==> config.mk <==
export PLATFORM = sky130hd
export DESIGN_NAME = multiword_adder_flat
export DESIGN_NICKNAME = d
export VERILOG_FILES = /design/src/rtl/multiword_adder_pkg.sv /design/src/rtl/multiword_adder_if.sv /design/src/rtl/ripple_adder.sv /design/src/rtl/multiword_adder.sv /design/src/flat_wrapper.sv
export SDC_FILE = /design/constraint.sdc
export NUM_CORES = 1
export LEC_CHECK = 0
export ABC_CLOCK_PERIOD_IN_PS = 3650
export CORE_ASPECT_RATIO = 0.6
export CORE_MARGIN = 2
export CORE_UTILIZATION = 24
export CTS_CLUSTER_DIAMETER = 100
export DETAILED_ROUTE_END_ITERATION = 8
export GPL_TIMING_DRIVEN = 0
export PLACE_DENSITY_LB_ADDON = 0.15
export SLEW_MARGIN = 20
export SYNTH_ARGS = -nofsm -noshare
export SYNTH_HDL_FRONTEND = slang
export SYNTH_HIERARCHICAL = 1
export SYNTH_SLANG_ARGS = --single-unit
==> constraint.sdc <==
create_clock -name clk -period 3.65 [get_ports clk]
set_clock_uncertainty 0.2 [all_clocks]
set_input_delay 0.365 -clock clk [delete_from_list [all_inputs] [get_ports clk]]
set_output_delay 0.365 -clock clk [all_outputs]
set_load 0.02 [all_outputs]
==> src/rtl/multiword_adder_pkg.sv <==
// rtl/multiword_adder_pkg.sv - state type and chunk sizing helpers for multiword_adder
package multiword_adder_pkg;

    typedef enum logic [1:0] {
        ST_IDLE = 2'd0,
        ST_RUN  = 2'd1,
        ST_DONE = 2'd2
    } state_t;

    function automatic int calc_chunks(input int width, input int slice);
        return width / slice;
    endfunction

    // A single-chunk configuration still needs a 1-bit index register.
    function automatic int calc_cnt_width(input int width, input int slice);
        int k;
        k = width / slice;
        return (k > 1) ? $clog2(k) : 1;
    endfunction

endpackage

==> src/rtl/multiword_adder_if.sv <==
// rtl/multiword_adder_if.sv - operand/result handshake bundle for multiword_adder
// ovf member exists only when MULTIWORD_ADDER_OVF_EN is defined.
interface multiword_adder_if #(
    parameter int WIDTH = 16
) ();
    logic             in_valid;
    logic             in_ready;
    logic [WIDTH-1:0] a;
    logic [WIDTH-1:0] b;
    logic             cin;
    logic             out_valid;
    logic             out_ready;
    logic [WIDTH-1:0] sum;
    logic             cout;
    logic             busy;
`ifdef MULTIWORD_ADDER_OVF_EN
    logic             ovf;
`endif

    modport master (
        output in_valid, a, b, cin, out_ready,
        input  in_ready, out_valid, sum, cout, busy
`ifdef MULTIWORD_ADDER_OVF_EN
        , input ovf
`endif
    );

    modport slave (
        input  in_valid, a, b, cin, out_ready,
        output in_ready, out_valid, sum, cout, busy
`ifdef MULTIWORD_ADDER_OVF_EN
        , output ovf
`endif
    );
endinterface

==> src/rtl/ripple_adder.sv <==
// rtl/ripple_adder.sv - N-bit combinational ripple-carry adder slice
module ripple_adder #(
    parameter int N = 4
) (
    input  logic [N-1:0] i_a,
    input  logic [N-1:0] i_b,
    input  logic         i_ci,
    output logic [N-1:0] o_s,
    output logic         o_co
);
    logic [N:0] w_c;

    assign w_c[0] = i_ci;

    for (genvar g = 0; g < N; g++) begin : g_bit
        assign o_s[g]   = i_a[g] ^ i_b[g] ^ w_c[g];
        assign w_c[g+1] = (i_a[g] & i_b[g]) | (w_c[g] & (i_a[g] ^ i_b[g]));
    end

    assign o_co = w_c[N];
endmodule

==> src/rtl/multiword_adder.sv <==
// rtl/multiword_adder.sv - sequential multi-precision adder, one SLICE-bit chunk per clock
// Optional two's-complement overflow output: define MULTIWORD_ADDER_OVF_EN.
module multiword_adder
    import multiword_adder_pkg::*;
#(
    parameter int WIDTH = 16,
    parameter int SLICE = 4
) (
    input  logic             clk,
    input  logic             rst,
    multiword_adder_if.slave bus
);
    localparam int K  = calc_chunks(WIDTH, SLICE);
    localparam int CW = calc_cnt_width(WIDTH, SLICE);
    localparam logic [CW-1:0]    LAST       = CW'(K - 1);
    localparam logic [WIDTH-1:0] CHUNK_MASK = WIDTH'({SLICE{1'b1}});

    if ((SLICE < 1) || ((WIDTH % SLICE) != 0)) begin : g_bad_cfg
        $error("multiword_adder: WIDTH must be a positive multiple of SLICE");
    end

    state_t           r_state;
    logic [CW-1:0]    r_cnt;
    logic [WIDTH-1:0] r_a;
    logic [WIDTH-1:0] r_b;
    logic [WIDTH-1:0] r_sum;
    logic             r_carry;
    logic             r_in_ready;
    logic             r_out_valid;
    logic             r_busy;

    logic [31:0]      w_sh;
    logic [SLICE-1:0] w_a_chunk;
    logic [SLICE-1:0] w_b_chunk;
    logic [SLICE-1:0] w_s;
    logic             w_co;
    logic [WIDTH-1:0] w_sum_next;

    // Chunk mux and write-back are shifts so the index never needs a wide part-select.
    assign w_sh       = 32'(r_cnt) * 32'(SLICE);
    assign w_a_chunk  = SLICE'(r_a >> w_sh);
    assign w_b_chunk  = SLICE'(r_b >> w_sh);
    assign w_sum_next = (r_sum & ~(CHUNK_MASK << w_sh)) | (WIDTH'(w_s) << w_sh);

    ripple_adder #(.N(SLICE)) u_slice (
        .i_a  (w_a_chunk),
        .i_b  (w_b_chunk),
        .i_ci (r_carry),
        .o_s  (w_s),
        .o_co (w_co)
    );

`ifdef MULTIWORD_ADDER_OVF_EN
    logic r_ovf;
    logic w_c_msb;

    // Carry into the top bit recovered from the final chunk's MSB sum.
    assign w_c_msb = w_a_chunk[SLICE-1] ^ w_b_chunk[SLICE-1] ^ w_s[SLICE-1];
    assign bus.ovf = r_ovf;
`endif

    always_ff @(posedge clk) begin
        if (rst) begin
            r_state     <= ST_IDLE;
            r_cnt       <= '0;
            r_a         <= '0;
            r_b         <= '0;
            r_sum       <= '0;
            r_carry     <= 1'b0;
            r_in_ready  <= 1'b1;
            r_out_valid <= 1'b0;
            r_busy      <= 1'b0;
`ifdef MULTIWORD_ADDER_OVF_EN
            r_ovf       <= 1'b0;
`endif
        end else begin
            case (r_state)
                ST_IDLE: begin
                    if (bus.in_valid) begin
                        r_a        <= bus.a;
                        r_b        <= bus.b;
                        r_carry    <= bus.cin;
                        r_cnt      <= '0;
                        r_state    <= ST_RUN;
                        r_in_ready <= 1'b0;
                        r_busy     <= 1'b1;
                    end
                end
                ST_RUN: begin
                    r_sum   <= w_sum_next;
                    r_carry <= w_co;
                    if (r_cnt == LAST) begin
                        r_state     <= ST_DONE;
                        r_busy      <= 1'b0;
                        r_out_valid <= 1'b1;
`ifdef MULTIWORD_ADDER_OVF_EN
                        r_ovf       <= w_c_msb ^ w_co;
`endif
                    end else begin
                        r_cnt <= r_cnt + CW'(1);
                    end
                end
                ST_DONE: begin
                    if (bus.out_ready) begin
                        r_state     <= ST_IDLE;
                        r_out_valid <= 1'b0;
                        r_in_ready  <= 1'b1;
                    end
                end
                default: r_state <= ST_IDLE;
            endcase
        end
    end

    assign bus.in_ready  = r_in_ready;
    assign bus.out_valid = r_out_valid;
    assign bus.busy      = r_busy;
    assign bus.sum       = r_sum;
    assign bus.cout      = r_carry;
endmodule

==> src/flat_wrapper.sv <==
// flat-port wrapper written by rule: the top's interface ports become plain ports
module multiword_adder_flat import multiword_adder_pkg::*;
#(
    parameter int WIDTH = 16,
    parameter int SLICE = 4
)
  (clk, rst, bus_in_valid, bus_a, bus_b, bus_cin, bus_out_ready, bus_in_ready, bus_out_valid, bus_sum, bus_cout, bus_busy);
  multiword_adder_if #(.WIDTH(WIDTH)) bus_i ();
  input  logic clk;
  input  logic rst;
  input wire logic [$bits(bus_i.in_valid)-1:0] bus_in_valid;
  input wire logic [$bits(bus_i.a)-1:0] bus_a;
  input wire logic [$bits(bus_i.b)-1:0] bus_b;
  input wire logic [$bits(bus_i.cin)-1:0] bus_cin;
  input wire logic [$bits(bus_i.out_ready)-1:0] bus_out_ready;
  output wire logic [$bits(bus_i.in_ready)-1:0] bus_in_ready;
  output wire logic [$bits(bus_i.out_valid)-1:0] bus_out_valid;
  output wire logic [$bits(bus_i.sum)-1:0] bus_sum;
  output wire logic [$bits(bus_i.cout)-1:0] bus_cout;
  output wire logic [$bits(bus_i.busy)-1:0] bus_busy;
  assign bus_i.in_valid = bus_in_valid;
  assign bus_i.a = bus_a;
  assign bus_i.b = bus_b;
  assign bus_i.cin = bus_cin;
  assign bus_i.out_ready = bus_out_ready;
  assign bus_in_ready = bus_i.in_ready;
  assign bus_out_valid = bus_i.out_valid;
  assign bus_sum = bus_i.sum;
  assign bus_cout = bus_i.cout;
  assign bus_busy = bus_i.busy;
  multiword_adder #(.WIDTH(WIDTH), .SLICE(SLICE)) u_core (.clk(clk), .rst(rst), .bus(bus_i));
endmodule
Yosys cells after proc, flatten, opt, wreduce, memory -nomap -nowiden
Index checks and enable logic that the tools add are counted.
{"block": "op_classes", "n_addsub": 1, "n_eq_ne": 7, "n_shift": 4, "mux": 18, "bitwise_logic": 23, "n_reduce_logical": 11}
{"op": "$shr 16x4->4", "count": 2}
{"op": "$and 16x16->16", "count": 1}
{"op": "$not 16->16", "count": 1}
{"op": "$or 16x16->16", "count": 1}
{"op": "$shl 4x4->16", "count": 1}
{"op": "$shl 4x4->16 const A", "count": 1}
{"op": "$reduce_and 3->1", "count": 5}
{"op": "$mux 2", "count": 5}
{"op": "$and 1x1->1", "count": 8}
{"op": "$pmux 1 s2", "count": 4}
{"op": "$xor 1x1->1", "count": 8}
{"op": "$mux 1", "count": 7}
{"op": "$ne 2x2->1 const B", "count": 3}
{"op": "$pmux 2 s3", "count": 1}
{"op": "$reduce_bool 2->1", "count": 3}
{"op": "$eq 2x2->1 const B", "count": 2}
{"op": "$or 1x1->1", "count": 4}
{"op": "$pmux 2 s2", "count": 1}
{"op": "$reduce_and 2->1", "count": 2}
{"op": "$add 2x1->2 const B", "count": 1}
{"op": "$eq 2x1->1 const B", "count": 1}
{"op": "$logic_not 2->1", "count": 1}
{"op": "$ne 2x1->1 const B", "count": 1}
{"block": "totals", "regBits": 56, "out_inout_bits": 20}

Logic depth before layout (Yosys ltp)
Gate-level depths: netlist of run 1.
{"block": "depth", "ltp_word": 11, "ltp_mapped": 12}

Cells and area by module
Netlist of run 1, hierarchy kept.
{"mod": "multiword_adder", "n_inst": 1, "cells_each": 254, "area_per_inst_um2": 2334.7, "seq_area_each_um2": 1121.1}
{"mod": "ripple_adder", "n_inst": 1, "cells_each": 14, "area_per_inst_um2": 117.6, "seq_area_each_um2": 0.0}

Worst setup path before layout of run 1
No wires, ideal clock.
{"block": "synth_path", "kind": "reg-to-reg", "startpoint": "register u_core.r_cnt[0]", "endpoint": "register u_core.r_sum[3], in the netlist u_core/bus.sum[3]", "arrival_time_ns": 3.079, "required_time_ns": 3.385, "slack_ns": 0.306, "path_stages_with_launch": 13, "cell_sequence": "dfxtp_1 > buf_2 > mux4_2 > fa_1 > inv_1 > fa_1 > inv_1 > fa_1 > inv_1 > fa_1 > inv_1 > a22oi_1 > nor2_1"}
{"block": "synth_between", "elab_chain_len": 11, "elab_cells_between_ends": 21}
{"element": "start, declared", "line": "multiword_adder.sv:23", "rtl": "logic [CW-1:0] r_cnt;"}
{"element": "start signal, assigned", "line": "multiword_adder.sv:100", "rtl": "r_cnt <= r_cnt + CW'(1);"}
{"element": "$shr 16x4->4 (*)", "line": "multiword_adder.sv:41", "rtl": "assign w_a_chunk = SLICE'(r_a >> w_sh);"}
{"element": "net u_core.w_a_chunk[0]", "line": "multiword_adder.sv:33", "rtl": "logic [SLICE-1:0] w_a_chunk;"}
{"element": "$xor 1x1->1", "line": "ripple_adder.sv:17", "rtl": "assign w_c[g+1] = (i_a[g] & i_b[g]) | (w_c[g] & (i_a[g] ^ i_b[g]));"}
{"element": "$and 1x1->1", "line": "ripple_adder.sv:17"}
{"element": "$or 1x1->1 (*)", "line": "ripple_adder.sv:17"}
{"element": "$and 1x1->1 (*)", "line": "ripple_adder.sv:17"}
{"element": "$or 1x1->1 (*)", "line": "ripple_adder.sv:17"}
{"element": "$and 1x1->1 (*)", "line": "ripple_adder.sv:17"}
{"element": "$or 1x1->1 (*)", "line": "ripple_adder.sv:17"}
{"element": "$xor 1x1->1 (*)", "line": "ripple_adder.sv:16", "rtl": "assign o_s[g] = i_a[g] ^ i_b[g] ^ w_c[g];"}
{"element": "net u_core.w_s[3]", "line": "multiword_adder.sv:35", "rtl": "logic [SLICE-1:0] w_s;"}
{"element": "$shl 4x4->16 (*)", "line": "multiword_adder.sv:43", "rtl": "assign w_sum_next = (r_sum & ~(CHUNK_MASK << w_sh)) | (WIDTH'(w_s) << w_sh);"}
{"element": "$or 16x16->16 (*)", "line": "multiword_adder.sv:43"}
{"element": "end signal, assigned", "line": "multiword_adder.sv:90", "rtl": "r_sum <= w_sum_next;"}
{"element": "end, declared", "line": "multiword_adder.sv:26", "rtl": "logic [WIDTH-1:0] r_sum;"}
Mark *: on every way through the listed nets, which the timed path passes. The rest lies on a longest branch.
A chain may end at the register's enable or synchronous reset.

Worst setup path in the final report of run 1
{"block": "layout_path", "startpoint": "register u_core.r_cnt[1]", "endpoint": "register u_core.r_sum[15], in the netlist u_core/bus.sum[15]"}
The elaborated chain is that of the path after synthesis.

==> results of run 1 <==
## report_power, final
group          leakage [nW]  switching (mW)  internal (mW)  total [mW]
combinational         0.692           0.121          0.114       0.235
sequential            0.459          0.0185          0.642       0.661
clock                0.0901           0.214          0.362       0.575
total                  1.24           0.353           1.12        1.47
## cell families after synthesis
logic type / after synthesis / synth area share
flip-flops: 56 / 0.457
AND/OR/NAND/NOR: 106 / 0.202
multiplexers: 8 / 0.0735
adder cells (fa/ha/maj): 9 / 0.0582
buffers and inverters: 31 / 0.0643
AO/OA/AOI/OAI: 58 / 0.145
## what timing repair did
item / 4_1_cts / 5_1_grt
endpoints found under the setup margin: 4 / 4
resized for setup: 3 / 4
cloned: 0 / 0
## cell type report
class / instances / share of cell area
clock buffers: 7 / 0.0452
flip-flops and latches: 56 / 0.333
multi-input cells: 181 / 0.347
repair buffers: 56 / 0.166
well taps: 135 / 0.0500
plain buffers: 18 / 0.0359
inverters: 13 / 0.0144
clock inverters: 1 / 0.00888
## state kept, by name, summed over array words and instances, names as in the netlist
register              count
u_core/r_cnt              2
u_core/r_b               16
u_core/r_a               16
u_core/r_state            2
u_core/bus.in_ready       1
u_core/bus.out_valid      1
u_core/bus.sum           16
u_core/bus.cout           1
u_core/bus.busy           1
## through the flow
step | instance area (um^2) | std cells | worst slack (ps) | util
floorplan | 2450 | 268 | 306 | -
global placement | 3180 | 459 | -165 | 0.321
detailed placement | 3180 | 459 | -179 | 0.321
CTS | 3370 | 467 | 77.4 | 0.340
global route | 3380 | 467 | 10.8 | 0.341
finish | 3380 | 467 | 178 | 0.341
## worst min-delay path, stage by stage, from the launching register on
cell	delay [ps]
dfxtp_1	310
nand2_1	50
a21oi_1	50
## layout by cell type, fill, tap and decap left out, drive strengths merged, types with 8 or more instances in the layout
cell	n
nand2	66
clkdlybuf4s50	56
dfxtp	56
a21oi	36
nor2	20
a22oi	16
clkbuf	14
inv	13
buf	11
mux4	8
## Yosys cell counts (all sizes together)
| cell | count | share of area |
|---|---|---|
| nand2 | 66 | 0.10 |
| dfxtp | 56 | 0.46 |
| a21oi | 36 | 0.073 |
| nor2 | 20 | 0.031 |
| a22oi | 16 | 0.049 |
| inv | 13 | 0.020 |
| buf | 12 | 0.035 |
| mux4 | 8 | 0.073 |
| clkbuf | 6 | 0.0092 |
| ha | 5 | 0.026 |
| nand3b | 5 | 0.015 |
| fa | 4 | 0.033 |
| nand2b | 4 | 0.010 |
| and4bb | 2 | 0.010 |
| nor2b | 2 | 0.0051 |
| or3b | 2 | 0.0071 |
| a2111oi | 1 | 0.0061 |
| a211oi | 1 | 0.0031 |
| a2bb2oi | 1 | 0.0036 |
| and4b | 1 | 0.0041 |
| nor3 | 1 | 0.0020 |
| nor3b | 1 | 0.0077 |
| nor4b | 1 | 0.0061 |
| o21bai | 1 | 0.0031 |
| o31ai | 1 | 0.0031 |
| o32ai | 1 | 0.0036 |
| or3 | 1 | 0.0026 |
## final timing paths
| kind | start | slack (ps) | cells after the start | end |
|---|---|---|---|---|
| setup / recovery | u_core/r_cnt[1] | 180 | 12 | u_core/bus.sum[15] |
| hold / removal | u_core/r_b[10] | 250 | 2 | u_core/r_b[10] |
| setup reg to reg | u_core/r_cnt[1] | 180 | 12 | u_core/bus.sum[15] |
| hold reg to reg | u_core/r_b[10] | 250 | 2 | u_core/r_b[10] |
## metal layers
layer  global-route usage  up-vias  wire length, um
met3               0.0342        2              241
li1                     -     1035                -
met4               0.0316        0               29
met2                0.183       32             2590
met5                    0        -                0
met1                0.183      948             3640
==> results.toml, run 1 <==
[timing]
clock.fmax_ghz = 0.288
min_period_over_period = 0.951
tns_ps = 0
relSlewSlack = 0.664
rsz0062_at_grt = "no"
hold_slack_ps = 253
setup_violations = 0
tightest_slew_ps = 503
report.final.slew_viol_count = 0
period_needed_ps = 3470
hold_viol = 0

[placement]
place_hpwl_mm = 4.96
gp_congestion = 0.809
io_buffers = 56

[floorplanning]
die_y_um = 82.3
core_area_mm2 = 0.00991
io_pins = 57
rows = 28
dieArea_mm2 = 0.0111
die_w_um = 135
initial_core_util = 0.247

[global_route]
grt_max_degree = 17
grt_pass1_vias = 2034
grt_first_pass_wirelength_mm = 10.6
antenna_found_initial = 0
grt_use_total = 0.126
overflow = 0

[clock_tree]
root_buffer = "clkbuf_16"
htree_num_levels = 2
path_clk_slew_ps = 70
post-cts-setup-buffers = 0
numCtsBuffers = 5
clk_latency_ps = 290
clock_sinks = 56
hold_buffers = 0
clockBufferDepth = 2
cts_tree = "built"

[route]
first_pass_iters = 4
detail-route-antenna-nets = 0
first_iter_violations = 103
drc = 0
via_per_inst = 4.32
vias = 2017
wl_mm = 6.50
wl_per_cell_um = 13.9

[worst_setup_path]
critical-path-top-delay-family = "adder cells"
path_buf_inv = 5
max_stage_delay_ps = 470
path_cells = "clkbuf_4 -> mux4_2 -> fa_1 -> inv_1 -> fa_1 -> inv_1 -> fa_1 -> inv_1 -> fa_1 -> inv_2 -> a22oi_1 -> nor2_1"
end_kind = "register"
cp_slowest_cell = "dfxtp_1"
critical_path_required_ps = 3680
cp-start-kind = "register"
critical_path_arrival_ps = 3500
worstPathMaxFanout = 10
cpMostUsedCell = "fa_1"
criticalPathCategory = "reg2reg"

[cells_and_area]
n_antenna_cell = 0
fill_cells = 1034
seqCellArea_mm2 = 0.00112
drive_gt1_frac = 0.105
fin_nets = 377
multi_input_area_mm2 = 0.00117
syn2layout_area_growth_pct = 37.9

[run_status]
outcome = "complete, no violations"

[synthesis]
synth_cells = 268
synth_warnings = 6
ys_seq_area_frac = 0.457
synthDistinctLibCells = 29
synth_nets = 314
ys_ff_latch = 56
synth_area_mm2 = 0.00245
avgSynthCellArea_um2 = 9.15

[power_and_ir_drop]
power_density_mw_per_mm2 = 435
ir_drop_mv = 0.181
p_leak_nw = 1.24
p_total_mw = 1.47

[hold_path]
hold_class = "reg2reg"

[run]
maxCapViolCount = 0
Note: power is estimated with default switching activity, not from simulation.
==> run 2, diff against run 1 <==
--- a/config.mk
+++ b/config.mk
@@ -5,7 +5,7 @@
 export SDC_FILE = /design/constraint.sdc
 export NUM_CORES = 1
 export LEC_CHECK = 0
-export ABC_CLOCK_PERIOD_IN_PS = 3650
+export ABC_CLOCK_PERIOD_IN_PS = 4100
 export CORE_ASPECT_RATIO = 0.6
 export CORE_MARGIN = 2
 export CORE_UTILIZATION = 24
==> constraint.sdc (replaced) <==
create_clock -name clk -period 4.1 [get_ports clk]
set_clock_uncertainty 0.2 [all_clocks]
set_input_delay 0.41 -clock clk [delete_from_list [all_inputs] [get_ports clk]]
set_output_delay 0.41 -clock clk [all_outputs]
set_load 0.02 [all_outputs]
==> run 2 against run 1 <==
Maximum frequency down 9.9%. Critical endpoint unchanged. Largest power group unchanged. Sequential power shrank 11%. Combinational power down 12%. Hold slack worse by 1.6 ps. Routed wire length is essentially flat. Sequential share of layout area hardly changed. Via count grew 0.64%. Critical path type unchanged. Count of clock-buffer cells in the layout is the same.
==> results.toml, run 2 (synthesis gave the netlist of run 1 again) <==
[timing]
min_period_over_period = 0.940
rsz0062_at_grt = "no"
setup_slack_ps = 246
hold_slack_ps = 252
report.final.slew_viol_count = 0
period_needed_ps = 3850
relSlewSlack = 0.662
hold_viol = 0
tightest_slew_ps = 506
clock.fmax_ghz = 0.259
tns_ps = 0
setup_violations = 0

[route]
drc = 0
first_pass_iters = 4
wl_mm = 6.49
via_per_inst = 4.35
first_iter_violations = 104
wl_per_cell_um = 13.9
vias = 2030
detail-route-antenna-nets = 0

[cells_and_area]
layout_commonest_cell = "nand2_1"
final_cells = 467
mostFrequentLayoutCells = "nand2_1 (66), clkdlybuf4s50_1 (56), dfxtp_1 (56)"
drive_gt1_frac = 0.0994
fill_cells = 1034
syn2layout_area_growth_pct = 37.2
fin_nets = 377
n_antenna_cell = 0

[clock_tree]
clockBufferDepth = 2
clk_latency_ps = 290
cts_tree = "built"
htree_num_levels = 2
cts_resized = 0
root_buffer = "clkbuf_16"
post-cts-setup-buffers = 0
numCtsBuffers = 5
hold_buffers = 0
clock_sinks = 56
path_clk_slew_ps = 70

[floorplanning]
io_pins = 57
die_w_um = 135
core_area_mm2 = 0.00991
initial_core_util = 0.247
rows = 28
dieArea_mm2 = 0.0111
die_y_um = 82.3

[run]
maxCapViolCount = 0

[worst_setup_path]
end_kind = "register"
path_cells = "buf_2 -> mux4_2 -> fa_1 -> inv_1 -> fa_1 -> inv_1 -> fa_1 -> inv_1 -> fa_1 -> inv_1 -> a22oi_1 -> nor2_1"
cp_slowest_cell = "mux4_2"
cp-start-kind = "register"
r2r_cells = 12
crit_cells = 12
critical_path_arrival_ps = 3880
critical_path_required_ps = 4130
path_buf_inv = 5
max_stage_delay_ps = 610
worstPathMaxFanout = 10
criticalPathCategory = "reg2reg"
critical-path-top-delay-family = "adder cells"

[placement]
placed_cells = 459
io_buffers = 56
post-place-ws_ps = 271
place_hpwl_mm = 4.96
gp_congestion = 0.809

[run_status]
outcome = "complete, no violations"

[global_route]
grt_max_degree = 17
grt_pass1_vias = 2034
antenna_found_initial = 0
grt_first_pass_wirelength_mm = 10.6
overflow = 0
grt_use_total = 0.126

[power_and_ir_drop]
ir_drop_mv = 0.161
power_density_mw_per_mm2 = 389
p_total_mw = 1.31
p_leak_nw = 1.24

[hold_path]
hold_class = "reg2reg"
hold_depth = 2
## run 2: changes by cell type in the layout (fill, tap and decap cells not counted)
| cell | change |
|---|---|
| dfxtp_1 | +1 |
| inv_2 | -1 |
| clkbuf_4 | -1 |
| inv_1 | +1 |
| dfxtp_4 | -1 |
| buf_2 | +2 |
| buf_8 | -1 |
## run 2: power by group
group | switching [mW] | internal [mW]
clock network | 0.192 | 0.322
logic | 0.107 | 0.0991
registers | 0.0161 | 0.572
total | 0.316 | 0.993
## run 2: per-stage QoR
step,util,area [um^2]
2_1_floorplan,-,2450
3_3_place_gp,0.321,3180
3_5_place_dp,0.321,3180
4_1_cts,0.339,3360
5_1_grt,0.339,3360
6_report,0.339,3360
## run 2: final timing paths
path                             end  slack (ps)       startpoint
hold / removal        u_core/r_b[10]         250   u_core/r_b[10]
setup / recovery  u_core/bus.sum[15]         250  u_core/r_cnt[0]
hold reg to reg       u_core/r_b[10]         250   u_core/r_b[10]
setup reg to reg  u_core/bus.sum[15]         250  u_core/r_cnt[0]
## run 2: routing by layer
| metal | track usage | vias to the layer above | part of all wire |
|---|---|---|---|
| met5 | 0 | - | 0 |
| met4 | 0.0316 | 0 | 0.0045 |
| met3 | 0.0342 | 2 | 0.038 |
| met2 | 0.183 | 34 | 0.40 |
| met1 | 0.183 | 960 | 0.56 |
| li1 | - | 1034 | - |
## run 2: worst reg2reg max path, stage by stage (launching register included)
cell and delay (ps):
dfxtp_1 480, buf_2 380, mux4_2 610, fa_1 430
inv_1 100, fa_1 170, inv_1 50, fa_1 430
inv_1 110, fa_1 420, inv_1 190, a22oi_1 120
nor2_1 100
## run 2: final cells by class
class / count / area (um^2) / area share
Buffer: 18 / 109 / 0.0324
Clock buffer: 7 / 153 / 0.0454
Clock inverter: 1 / 30.0 / 0.00893
Inverter: 13 / 48.8 / 0.0145
Multi-Input combinational cell: 181 / 1170 / 0.349
Sequential cell: 56 / 1120 / 0.333
Tap cell: 135 / 169 / 0.0502
Timing Repair Buffer: 56 / 561 / 0.167
==> run 3, diff against run 2 <==
--- a/config.mk
+++ b/config.mk
@@ -8,7 +8,7 @@
 export ABC_CLOCK_PERIOD_IN_PS = 4100
 export CORE_ASPECT_RATIO = 0.6
 export CORE_MARGIN = 2
-export CORE_UTILIZATION = 24
+export CORE_UTILIZATION = 53
 export CTS_CLUSTER_DIAMETER = 100
 export DETAILED_ROUTE_END_ITERATION = 8
 export GPL_TIMING_DRIVEN = 0
==> run 3 against run 2 <==
Sequential power barely moved. Final area fell by 5.7%. Critical path type unchanged. Die area fell by 53%. Non-clock buffer count did not move. Highest routed layer unchanged. Register-to-register slack improved by 90 ps. Hold slack improved by 6.2 ps. Largest power group unchanged. Flip-flop and latch count did not move. Combinational power fell by 2%. Via count rose by 1.1%. Critical path depth did not move. Worst setup slack improved by 88 ps. First-iteration DRC count rose by 13%.
==> results.toml, run 3 (synthesis gave the netlist of run 1 again) <==
[run_status]
outcome = "complete, no violations"

[worst_setup_path]
critical-path-top-delay-family = "adder cells"
r2r_end = "u_core/bus.sum[11]"
criticalPathCategory = "reg2reg"
worstPathMaxFanout = 10
path_cells = "buf_2 -> mux4_2 -> fa_1 -> inv_1 -> fa_1 -> inv_1 -> fa_1 -> inv_1 -> fa_1 -> inv_1 -> a22oi_1 -> nor2_1"
cp_slowest_cell = "mux4_2"
max_stage_delay_ps = 590
r2r_slack_ps = 330
cp-start-kind = "register"
critical_path_required_ps = 4140
end_kind = "register"
critical_path_arrival_ps = 3810
reg2reg_from = "u_core/r_cnt[0]"
path_buf_inv = 5
r2r_cells = 12
crit_cells = 12

[cells_and_area]
n_antenna_cell = 0
mostFrequentLayoutCells = "nand2_1 (66), clkdlybuf4s50_1 (56), dfxtp_1 (56)"
fin_nets = 377
seqCellArea_mm2 = 0.00112
fill_cells = 378
layout_commonest_cell = "nand2_1"
syn2layout_area_growth_pct = 29.4
drive_gt1_frac = 0.0967
multi_input_area_mm2 = 0.00117

[power_and_ir_drop]
p_leak_nw = 1.19
ir_drop_mv = 0.190
power_density_mw_per_mm2 = 339
p_total_mw = 1.08

[timing]
period_needed_ps = 3770
setup_violations = 0
min_period_over_period = 0.919
hold_slack_ps = 258
tns_ps = 0
hold_viol = 0
relSlewSlack = 0.653
clock.fmax_ghz = 0.266
tightest_slew_ps = 521
report.final.slew_viol_count = 0
rsz0062_at_grt = "no"

[hold_path]
hold_class = "reg2reg"
holdPathEnd = "u_core/r_a[1]"
hp-start = "u_core/r_a[1]"
hold_depth = 2

[clock_tree]
root_buffer = "clkbuf_8"
clock_sinks = 56
path_clk_slew_ps = 90
post-cts-setup-buffers = 0
numCtsBuffers = 5
cts_tree = "built"
htree_num_levels = 2
clk_latency_ps = 300
cts_resized = 0
hold_buffers = 0
clockBufferDepth = 2

[floorplanning]
die_y_um = 56.7
initial_core_util = 0.543
io_pins = 57
core_area_mm2 = 0.00452
dieArea_mm2 = 0.00520
rows = 19
die_w_um = 91.8

[route]
drc = 0
via_per_inst = 5.21
detail-route-antenna-nets = 0
wl_per_cell_um = 14.2
vias = 2053
wl_mm = 5.59
first_iter_violations = 118
first_pass_iters = 4

[run]
maxCapViolCount = 0

[placement]
gp_congestion = 0.858
place_hpwl_mm = 4.24
io_buffers = 56

[global_route]
grt_first_pass_wirelength_mm = 9.21
antenna_found_initial = 0
grt_max_degree = 17
grt_use_total = 0.228
overflow = 0
grt_pass1_vias = 1919
[run 3: layout make-up]
class | instances | share of cell area
Inverter | 13 | 0.0154
Timing Repair Buffer | 56 | 0.177
Multi-Input combinational cell | 181 | 0.370
Tap cell | 63 | 0.0248
Buffer | 18 | 0.0343
Clock buffer | 5 | 0.0217
Clock inverter | 2 | 0.00394
Sequential cell | 56 | 0.353
[run 3: worst reg2reg max path, delay by kind of cell, from the launching register on]
kind | cells | cell delay, ps
AO/OA/AOI/OAI | 1 | 130
adder cells (fa/ha/maj) | 4 | 1400
buffers and inverters | 5 | 800
flip-flops | 1 | 490
multiplexers | 1 | 600
AND/OR/NAND/NOR | 1 | 100
[run 3: how the worst max path moves through the flow]
stage / startpoint / to / slack, ps
2_1_floorplan: u_core/r_cnt[0] / u_core/bus.sum[3] / 760
3_3_place_gp: u_core/r_cnt[0] / u_core/bus.sum[3] / 410
3_5_place_dp: u_core/r_cnt[0] / u_core/bus.sum[11] / 380
4_1_cts: u_core/r_cnt[0] / u_core/bus.sum[7] / 350
5_1_grt: u_core/r_cnt[0] / u_core/bus.sum[15] / 160
6_report: u_core/r_cnt[0] / u_core/bus.sum[11] / 330
[run 3: power by group]
part	internal [mW]	switching (mW)	total (mW)	leakage, nW
Combinational	0.0984	0.103	0.202	0.693
Sequential	0.572	0.0171	0.589	0.458
Clock	0.116	0.170	0.286	0.0400
Total	0.786	0.290	1.08	1.19
[run 3: through the flow]
| step | setup WS (ps) | utilization | cells | instance area (um^2) |
|---|---|---|---|---|
| 2_1_floorplan | 756 | - | 268 | 2450 |
| 3_3_place_gp | 414 | 0.684 | 387 | 3090 |
| 3_5_place_dp | 383 | 0.684 | 387 | 3090 |
| 4_1_cts | 352 | 0.702 | 394 | 3170 |
| 5_1_grt | 155 | 0.702 | 394 | 3170 |
| 6_report | 334 | 0.702 | 394 | 3170 |
[run 3: routing by layer]
metal | part of all wire | vias up | track usage
li1 | - | 1030 | -
met1 | 0.53 | 947 | 0.348
met2 | 0.40 | 69 | 0.327
met3 | 0.065 | 7 | 0.0523
met4 | 0.011 | 0 | 0.0576
met5 | 0 | - | 0
